### config.mk
export PLATFORM = sky130hd
export DESIGN_NAME = sdram_write_flat
export DESIGN_NICKNAME = d
export VERILOG_FILES = /design/src/rtl/sdram_write_if.sv /design/src/rtl/sdram_write.sv /design/src/flat_wrapper.sv
export SDC_FILE = /design/constraint.sdc
export NUM_CORES = 1
export LEC_CHECK = 0
export BUFFER_PORTS_ARGS = -buffer_cell sky130_fd_sc_hd__buf_2
export CORE_ASPECT_RATIO = 0.5
export CORE_MARGIN = 5
export CORE_UTILIZATION = 55
export DETAILED_ROUTE_END_ITERATION = 7
export GPL_TIMING_DRIVEN = 0
export PLACE_DENSITY = 0.86
export SLEW_MARGIN = 20
export SYNTH_ARGS = -nofsm -noshare
export SYNTH_HDL_FRONTEND = slang
export SYNTH_SLANG_ARGS = --single-unit
### constraint.sdc
create_clock -name clk -period 3.37 [get_ports clk]
set_input_delay 0.1685 -clock clk [delete_from_list [all_inputs] [get_ports clk]]
set_output_delay 0.1685 -clock clk [all_outputs]
set_load 0.02 [all_outputs]
### src/rtl/sdram_write_if.sv
// Bundle of the write engine's SDRAM command bus, FIFO port and control
// handshake. master = the write engine, slave = the controller/FIFO side.
// Optional macro: SDRAM_WRITE_MASK_EN adds the fifo_mask byte-mask signal.
interface sdram_write_if;
  logic [2:0]  command;
  logic [11:0] address;
  logic [1:0]  bank;
  logic [15:0] data_out;
  logic [1:0]  data_mask;
  logic        enable;
  logic        idle;
  logic        auto_refresh;
  logic [21:0] app_address;
  logic [31:0] fifo_data;
  logic        fifo_read;
  logic        fifo_empty;
  logic        fifo_almost_empty;
`ifdef SDRAM_WRITE_MASK_EN
  logic [3:0]  fifo_mask;
`endif

  modport master (
    output command, address, bank, data_out, data_mask, idle, fifo_read,
    input  enable, auto_refresh, app_address, fifo_data, fifo_empty,
           fifo_almost_empty
`ifdef SDRAM_WRITE_MASK_EN
    , input fifo_mask
`endif
  );

  modport slave (
    input  command, address, bank, data_out, data_mask, idle, fifo_read,
    output enable, auto_refresh, app_address, fifo_data, fifo_empty,
           fifo_almost_empty
`ifdef SDRAM_WRITE_MASK_EN
    , output fifo_mask
`endif
  );
endinterface

### src/rtl/sdram_write.sv
// SDRAM write-path engine: drains 32-bit FWFT FIFO words as gapless
// top/bottom halfword full-page bursts, terminating on FIFO low, enable drop,
// refresh request or page end, and resuming at the next halfword address.
// Optional macro: SDRAM_WRITE_MASK_EN drives data_mask from fifo_mask;
// without it data_mask stays 2'b00.
module sdram_write #(
  parameter int T_RCD = 2,
  parameter int T_WR  = 2,
  parameter int T_RP  = 2
) (
  input logic          clk,
  input logic          rst,
  sdram_write_if.master bus
);
  // {RAS_n, CAS_n, WE_n} encodings
  localparam logic [2:0] CMD_NOP   = 3'b111;
  localparam logic [2:0] CMD_ACT   = 3'b011;
  localparam logic [2:0] CMD_WRITE = 3'b100;
  localparam logic [2:0] CMD_TERM  = 3'b110;
  localparam logic [2:0] CMD_PRE   = 3'b010;

  localparam int DW = 4;

  typedef enum logic [2:0] {
    S_IDLE, S_ACTIVATE, S_WRITE_CMD, S_WRITE_TOP,
    S_WRITE_BOTTOM, S_TERMINATE, S_PRECHARGE, S_WAIT
  } state_t;

  state_t        state, state_nx;
  logic [DW-1:0] delay, delay_nx;
  logic [21:0]   wr_addr, wr_addr_nx;
  logic [2:0]    cmd_nx;
  logic [11:0]   addr_nx;
  logic [1:0]    bank_nx;
  logic [15:0]   dq_nx;
  logic [1:0]    dqm_nx;
  logic [1:0]    mask_top, mask_bot;
  logic          busy;
  logic          last_word;

  assign busy = (delay != '0);

`ifdef SDRAM_WRITE_MASK_EN
  assign mask_top = bus.fifo_mask[3:2];
  assign mask_bot = bus.fifo_mask[1:0];
`else
  assign mask_top = 2'b00;
  assign mask_bot = 2'b00;
`endif

  // the halfword being finished is the last one of the current burst
  assign last_word = bus.fifo_almost_empty | ~bus.enable | bus.auto_refresh |
                     ((wr_addr[7:0] + 8'd2) == 8'h00);

  assign bus.idle = ~busy && (state == S_IDLE);

  // Pop is combinational so the FWFT head advances on the same edge that
  // captures the bottom half; the following WRITE_TOP then sees the next word.
  assign bus.fifo_read = ~busy && (state == S_WRITE_BOTTOM);

  // state and registered bus outputs
  always_ff @(posedge clk or posedge rst) begin
    if (rst) begin
      state         <= S_IDLE;
      delay         <= '0;
      wr_addr       <= '0;
      bus.command   <= CMD_NOP;
      bus.address   <= '0;
      bus.bank      <= '0;
      bus.data_out  <= '0;
      bus.data_mask <= '0;
    end else begin
      state         <= state_nx;
      delay         <= delay_nx;
      wr_addr       <= wr_addr_nx;
      bus.command   <= cmd_nx;
      bus.address   <= addr_nx;
      bus.bank      <= bank_nx;
      bus.data_out  <= dq_nx;
      bus.data_mask <= dqm_nx;
    end
  end

  // next state, timing counter and write address
  always_comb begin
    state_nx   = state;
    delay_nx   = delay;
    wr_addr_nx = wr_addr;
    if (busy) begin
      delay_nx = delay - 1'b1;
    end else begin
      case (state)
        S_IDLE: begin
          wr_addr_nx = bus.app_address;
          if (bus.enable & ~bus.fifo_empty & ~bus.auto_refresh)
            state_nx = S_ACTIVATE;
        end
        S_ACTIVATE: begin
          delay_nx = DW'(T_RCD - 1);
          state_nx = S_WRITE_CMD;
        end
        S_WRITE_CMD: state_nx = S_WRITE_BOTTOM;
        S_WRITE_TOP: state_nx = S_WRITE_BOTTOM;
        S_WRITE_BOTTOM: begin
          // carries past the column into row/bank; bank 3 top wraps to 0
          wr_addr_nx = wr_addr + 22'd2;
          state_nx   = last_word ? S_TERMINATE : S_WRITE_TOP;
        end
        S_TERMINATE: begin
          delay_nx = DW'(T_WR);
          state_nx = S_PRECHARGE;
        end
        S_PRECHARGE: begin
          delay_nx = DW'(T_RP);
          state_nx = S_WAIT;
        end
        S_WAIT: begin
          if (~bus.enable)
            state_nx = S_IDLE;
          else if (~bus.auto_refresh & ~bus.fifo_empty)
            state_nx = S_ACTIVATE;
        end
        default: state_nx = S_IDLE;
      endcase
    end
  end

  // next bus outputs; address/bank/data hold when not driven, mask defaults clear
  always_comb begin
    cmd_nx  = CMD_NOP;
    addr_nx = bus.address;
    bank_nx = bus.bank;
    dq_nx   = bus.data_out;
    dqm_nx  = 2'b00;
    if (!busy) begin
      case (state)
        S_ACTIVATE: begin
          cmd_nx  = CMD_ACT;
          addr_nx = wr_addr[19:8];
          bank_nx = wr_addr[21:20];
        end
        S_WRITE_CMD: begin
          cmd_nx  = CMD_WRITE;
          addr_nx = {4'h0, wr_addr[7:0]};
          dq_nx   = bus.fifo_data[31:16];
          dqm_nx  = mask_top;
        end
        S_WRITE_TOP: begin
          dq_nx  = bus.fifo_data[31:16];
          dqm_nx = mask_top;
        end
        S_WRITE_BOTTOM: begin
          dq_nx  = bus.fifo_data[15:0];
          dqm_nx = mask_bot;
        end
        // A10 still low from the WRITE column: precharge only the open bank
        S_TERMINATE: cmd_nx = CMD_TERM;
        S_PRECHARGE: cmd_nx = CMD_PRE;
        default: ;
      endcase
    end
  end
endmodule

### src/flat_wrapper.sv
// flat-port wrapper written by rule: the top's interface ports become plain ports
module sdram_write_flat 
#(
  parameter int T_RCD = 2,
  parameter int T_WR  = 2,
  parameter int T_RP  = 2
)
  (clk, rst, bus_command, bus_address, bus_bank, bus_data_out, bus_data_mask, bus_idle, bus_fifo_read, bus_enable, bus_auto_refresh, bus_app_address, bus_fifo_data, bus_fifo_empty, bus_fifo_almost_empty);
  sdram_write_if bus_i ();
  input logic clk;
  input logic rst;
  output wire logic [$bits(bus_i.command)-1:0] bus_command;
  output wire logic [$bits(bus_i.address)-1:0] bus_address;
  output wire logic [$bits(bus_i.bank)-1:0] bus_bank;
  output wire logic [$bits(bus_i.data_out)-1:0] bus_data_out;
  output wire logic [$bits(bus_i.data_mask)-1:0] bus_data_mask;
  output wire logic [$bits(bus_i.idle)-1:0] bus_idle;
  output wire logic [$bits(bus_i.fifo_read)-1:0] bus_fifo_read;
  input wire logic [$bits(bus_i.enable)-1:0] bus_enable;
  input wire logic [$bits(bus_i.auto_refresh)-1:0] bus_auto_refresh;
  input wire logic [$bits(bus_i.app_address)-1:0] bus_app_address;
  input wire logic [$bits(bus_i.fifo_data)-1:0] bus_fifo_data;
  input wire logic [$bits(bus_i.fifo_empty)-1:0] bus_fifo_empty;
  input wire logic [$bits(bus_i.fifo_almost_empty)-1:0] bus_fifo_almost_empty;
  assign bus_command = bus_i.command;
  assign bus_address = bus_i.address;
  assign bus_bank = bus_i.bank;
  assign bus_data_out = bus_i.data_out;
  assign bus_data_mask = bus_i.data_mask;
  assign bus_idle = bus_i.idle;
  assign bus_fifo_read = bus_i.fifo_read;
  assign bus_i.enable = bus_enable;
  assign bus_i.auto_refresh = bus_auto_refresh;
  assign bus_i.app_address = bus_app_address;
  assign bus_i.fifo_data = bus_fifo_data;
  assign bus_i.fifo_empty = bus_fifo_empty;
  assign bus_i.fifo_almost_empty = bus_fifo_almost_empty;
  sdram_write #(.T_RCD(T_RCD), .T_WR(T_WR), .T_RP(T_RP)) u_core (.clk(clk), .rst(rst), .bus(bus_i));
endmodule
### After elaboration in Yosys (flattened, before gate mapping)

Index checks and enable logic that the tools add are counted.

* output and inout port bits: 37
* register bits: 62

* bitwise operators: 10
* eq/ne operators: 9
* add/sub/neg operators: 3
* muxes and demuxes: 12
* reduce and logical (&&, ||, !) cells: 16

Operator list (count)
* 22-bit case mux with 2 select lines: 1
* 16-bit case mux with 2 select lines: 1
* 12-bit case mux with 2 select lines: 1
* 22-bit by 2-bit adder with 22-bit output (second input constant): 1
* 3-bit case mux with 7 select lines: 1
* 3-bit 2-to-1 mux: 5
* 3-bit equality test (second input constant): 4
* 3-bit case mux with 4 select lines: 1
* 8-bit by 2-bit adder with 8-bit output (second input constant): 1
* 8-bit logical NOT: 1
* 4-bit case mux with 2 select lines: 1
* 2-bit AND reduction: 4
* 3-bit by 2-bit equality test with 1-bit output (second input constant): 2
* 2-bit nonzero test: 3
* 4-bit 2-to-1 mux: 1
* 1-bit inverter: 4
* 4-bit nonzero test: 1
* 2-bit OR reduction: 2
* 4-bit by 1-bit subtractor with 4-bit output (second input constant): 1
* 1-bit AND: 3
* 3-bit by 1-bit equality test with 1-bit output (second input constant): 1
* 3-bit logical NOT: 1
* 3-bit by 2-bit != test with 1-bit output (second input constant): 1
* 1-bit OR: 3
* other kinds (4): 5

### Longest topological paths before layout

* depth after elaboration: 6
* mapped depth: 10

### Worst setup path before layout

OpenSTA, ideal clock, no wires.

* kind: register to output
* from: reg u_core.delay[0]
* to: out bus_fifo_read
* arrival: 1.859 ns
* stages on the path, launching flop included: 8
* path buffers: 2
* path slack: 1.343 ns
* path through: dfrtp_1 inv_1 ha_1 or3b_1 or3_1 buf_6 buf_8 nor2_1

* cells in the longest elaborated chain, start to end: 3

RTL lines
* from (decl): RTL line sdram_write.sv:30 `logic [DW-1:0] delay, delay_nx;`
* from (signal assigned): RTL line sdram_write.sv:74 `delay <= delay_nx;`
* 4-bit nonzero test: RTL line sdram_write.sv:41 `assign busy = (delay != '0);`
* 1-bit inverter (no line)
* 1-bit logical AND: RTL line sdram_write.sv:59 `assign bus.fifo_read = ~busy && (state == S_WRITE_BOTTOM);`
* to (decl): RTL line flat_wrapper.sv:18 `output wire logic [$bits(bus_i.fifo_read)-1:0] bus_fifo_read;`

No other way between the ends.

### Worst setup path after layout

Ends and elaborated chain as after synthesis.

==> flow_summary.yaml <==
outcome:
  status: "completed"
detailed_routing:
  ant_nets: 0
  viasPerCell: 5.79
  wl_per_cell_um: 16.4
  first_iter_violations: 395
  drcViolationCount: 0
  drtPass1Iterations: 5
  wl_mm: 9.26
  via_count: 3279
timing:
  skew_ns: 0.00683
  min_period_ns: 2.47
  fin_setup_tns_ns: 0
  min_period_over_period_pct: 73.3
  setup_viol: 0
  final_max_slew_viol_count: 0
  tightest_slew_ns: 0.654
  hold_violations: 0
  fmax_ghz: 0.405
  rsz0062_at_grt: "no"
  slew_headroom_pct: 56.0
  hold_ws_ns: 0.0304
critical_path:
  worst_setup_path_start_kind: "flop"
  crit_required_ns: 3.20
  slowest_delay_ns: 0.41
  cp_max_fo: 10
  worstSetupPathType: "reg -> out"
  path_cells: "inv_1, ha_1, or3b_1, or3_1, buf_6, buf_8, nor2_1, buf_2"
  cp_slowest_cell: "or3b_1"
  cp-end-kind: "primary output"
  critPathArrivalTime_ns: 2.30
layout:
  nets: 535
  antennaDiodeCount: 0
  utilization_pct: 72.1
  final_cell_mix: "buf_2, dfrtp_1, nand2_1"
  drive_gt1_share_pct: 30.5
  layout.cells.non_filler: 566
  syn2layout_area_growth_pct: 27.3
  layout_commonest_cell: "buf_2"
global_route:
  first_global_vias: 3191
  grt.total_usage_pct: 24.2
  overflow: 0
  antenna_found_initial: 0
  grt_max_degree: 50
  grt_pass1_wl_mm: 15.1
power_and_ir_drop:
  clockPowerShare_pct: 27.4
  switching_share_pct: 38.3
  comb_power_share_pct: 37.6
  pwr-share-seq_pct: 34.9
  p_int_mw: 2.20
  p_switching_mw: 1.37
  p_leak_nw: 2.00
  power_density_nw_per_um2: 816
  ir_drop_v: 0.000449
  power_mw: 3.57
floorplanning:
  coreArea_sq_um: 6080
  start_util_pct: 56.6
  fp.dieW_um: 122
  die_h_um: 65.9
  rows: 20
  ios: 97
  die_area_sq_um: 8030
cts:
  clockBufferDepth: 2
  cts-buffers-inserted: 9
  clock-sinks: 62
  cts.clk_slew.worst_paths_ns: 0.05
  post_cts_buffers: 0
  cts_tree: "built"
  clock_latency_ns: 0.33
  htree_num_levels: 3
  clock-root-buffer: "clkbuf_16"
  cts-resized-gates: 0
  hold_buffers: 1
logic_synthesis:
  synth_top_area_share_pct: 42.9
  yosysUniqueCellTypes: 53
  ys_warn_count: 0
  synth_ff_type: "dfrtp_1"
  synthCells: 365
  synth_xor_xnor_area_share_pct: 0.509
  synth_mux_area_share_pct: 8.80
  synthSimpleGateAreaFrac_pct: 18.3
  synth_seq_cells: 62
  yosysSeqAreaShare_pct: 45.2
  synth_area_leaders: "dfrtp_1, mux2i_1, o21ai_0"
  synthArstFlopShare_pct: 100
  synth_compound_area_share_pct: 20.0
  synth_top_family_by_area: "compound AO/OA/AOI/OAI gates"
  synth_area_leader_cell: "dfrtp_1"
  netlist_area_sq_um: 3440
  synth.avg_cell_area_sq_um: 9.43
  synth_edf_count: 0
  yosys.area_share.adder_pct: 0.727
worst_hold_path:
  holdCritPathClass: "in -> reg"
run:
  maxCapViolCount: 0
placed_design:
  dp_hpwl_mm: 6.61
  routabilityCongestion: 0.872
  io_buffers: 94
  dpl.cell_count: 549
per-stage QoR:
step / instance area, sq um / setup slack (ns)
6_report: 4380 / 0.899
5_1_grt: 4380 / 0.761
4_1_cts: 4380 / 0.895
3_5_place_dp: 4060 / 1.21
3_3_place_gp: 4030 / 0.868
2_1_floorplan: 3440 / 1.34
kinds of logic after synthesis:
| family | after synthesis |
|---|---|
| buffers and inverters | 35 |
| XOR/XNOR | 2 |
| other | 1 |
| multiplexers | 30 |
| flip-flops | 62 |
| adder cells (fa/ha/maj) | 2 |
| AND/OR/NAND/NOR | 122 |
| AO/OA/AOI/OAI | 111 |
critical path: cells and delay by family (launching register included):
family / cells / cell delay [ns]
and+or+nand+nor: 3 / 0.83
DFF: 1 / 0.40
buffers and inverters: 4 / 0.52
adders and majority gates: 1 / 0.22
power by group through the flow:
stage / clock network (mW) / logic, mW / registers (mW)
2_1_floorplan: 0 / 0.746 / 1.40
3_3_place_gp: 0 / 1.30 / 1.23
3_5_place_dp: 0 / 1.34 / 1.24
4_1_cts: 0.989 / 1.35 / 1.24
5_1_grt: 1.03 / 1.48 / 1.28
6_report: 0.980 / 1.34 / 1.25
cells in the mapped netlist, types with 2 or more instances:
| cell type | n |
|---|---|
| a211oi_1 | 6 |
| a21o_1 | 2 |
| a21oi_1 | 22 |
| a21oi_2 | 3 |
| a22o_1 | 8 |
| a2bb2oi_1 | 4 |
| and3_1 | 6 |
| and4_1 | 6 |
| buf_2 | 7 |
| buf_4 | 4 |
| buf_6 | 7 |
| clkbuf_1 | 8 |
| dfrtp_1 | 59 |
| dfstp_2 | 3 |
| ha_1 | 2 |
| inv_1 | 5 |
| inv_2 | 2 |
| mux2_2 | 2 |
| mux2i_1 | 28 |
| nand2_1 | 52 |
| nand2b_1 | 3 |
| nand3_1 | 15 |
| nand4_1 | 6 |
| nor2_1 | 15 |
| nor3_1 | 5 |
| nor4_1 | 3 |
| o211ai_1 | 2 |
| o21ai_0 | 42 |
| o21ai_1 | 2 |
| o221a_1 | 2 |
| o22ai_1 | 10 |
| or3_1 | 3 |
sequential cells by signal (all words and copies together) (netlist names):
register,count
u_core.wr_addr,22
u_core.bus.data_out,16
u_core.bus.address,12
u_core.delay,4
u_core.bus.command,3
u_core.state,3
u_core.bus.bank,2
cell type report:
cell class / instances / area [sq um]
buffer: 28 / 194
clock buffer: 12 / 246
clock inverter: 4 / 70.1
fill: 459 / 1700
inverter: 7 / 28.8
multi-input combinational: 269 / 1670
sequential: 62 / 1560
tap: 88 / 110
timing repair buffer: 96 / 508
metal layers:
layer / vias to the layer above / track usage (%) / share of wire, %
li1: 1546 / - / -
met1: 1522 / 30.9 / 42
met2: 196 / 39.1 / 46
met3: 15 / 8.89 / 11
met4: 0 / 6.42 / 1.3
met5: - / 0 / 0
worst paths after layout:
path / start / end / slack (ns) / cells after the start
max: u_core.delay[0] / bus_fifo_read / 0.90 / 8
min: bus_app_address[0] / u_core.wr_addr[0] / 0.03 / 3
max reg2reg: u_core.wr_addr[2] / u_core.wr_addr[21] / 1.13 / 6
min reg2reg: u_core.bus.data_out[8] / u_core.bus.data_out[8] / 0.47 / 2
max in group asynchronous: rst / u_core.bus.command[1] / 2.53 / 4
min in group asynchronous: rst / u_core.bus.data_out[5] / 0.31 / 3
(Power assumes the default switching activity.)
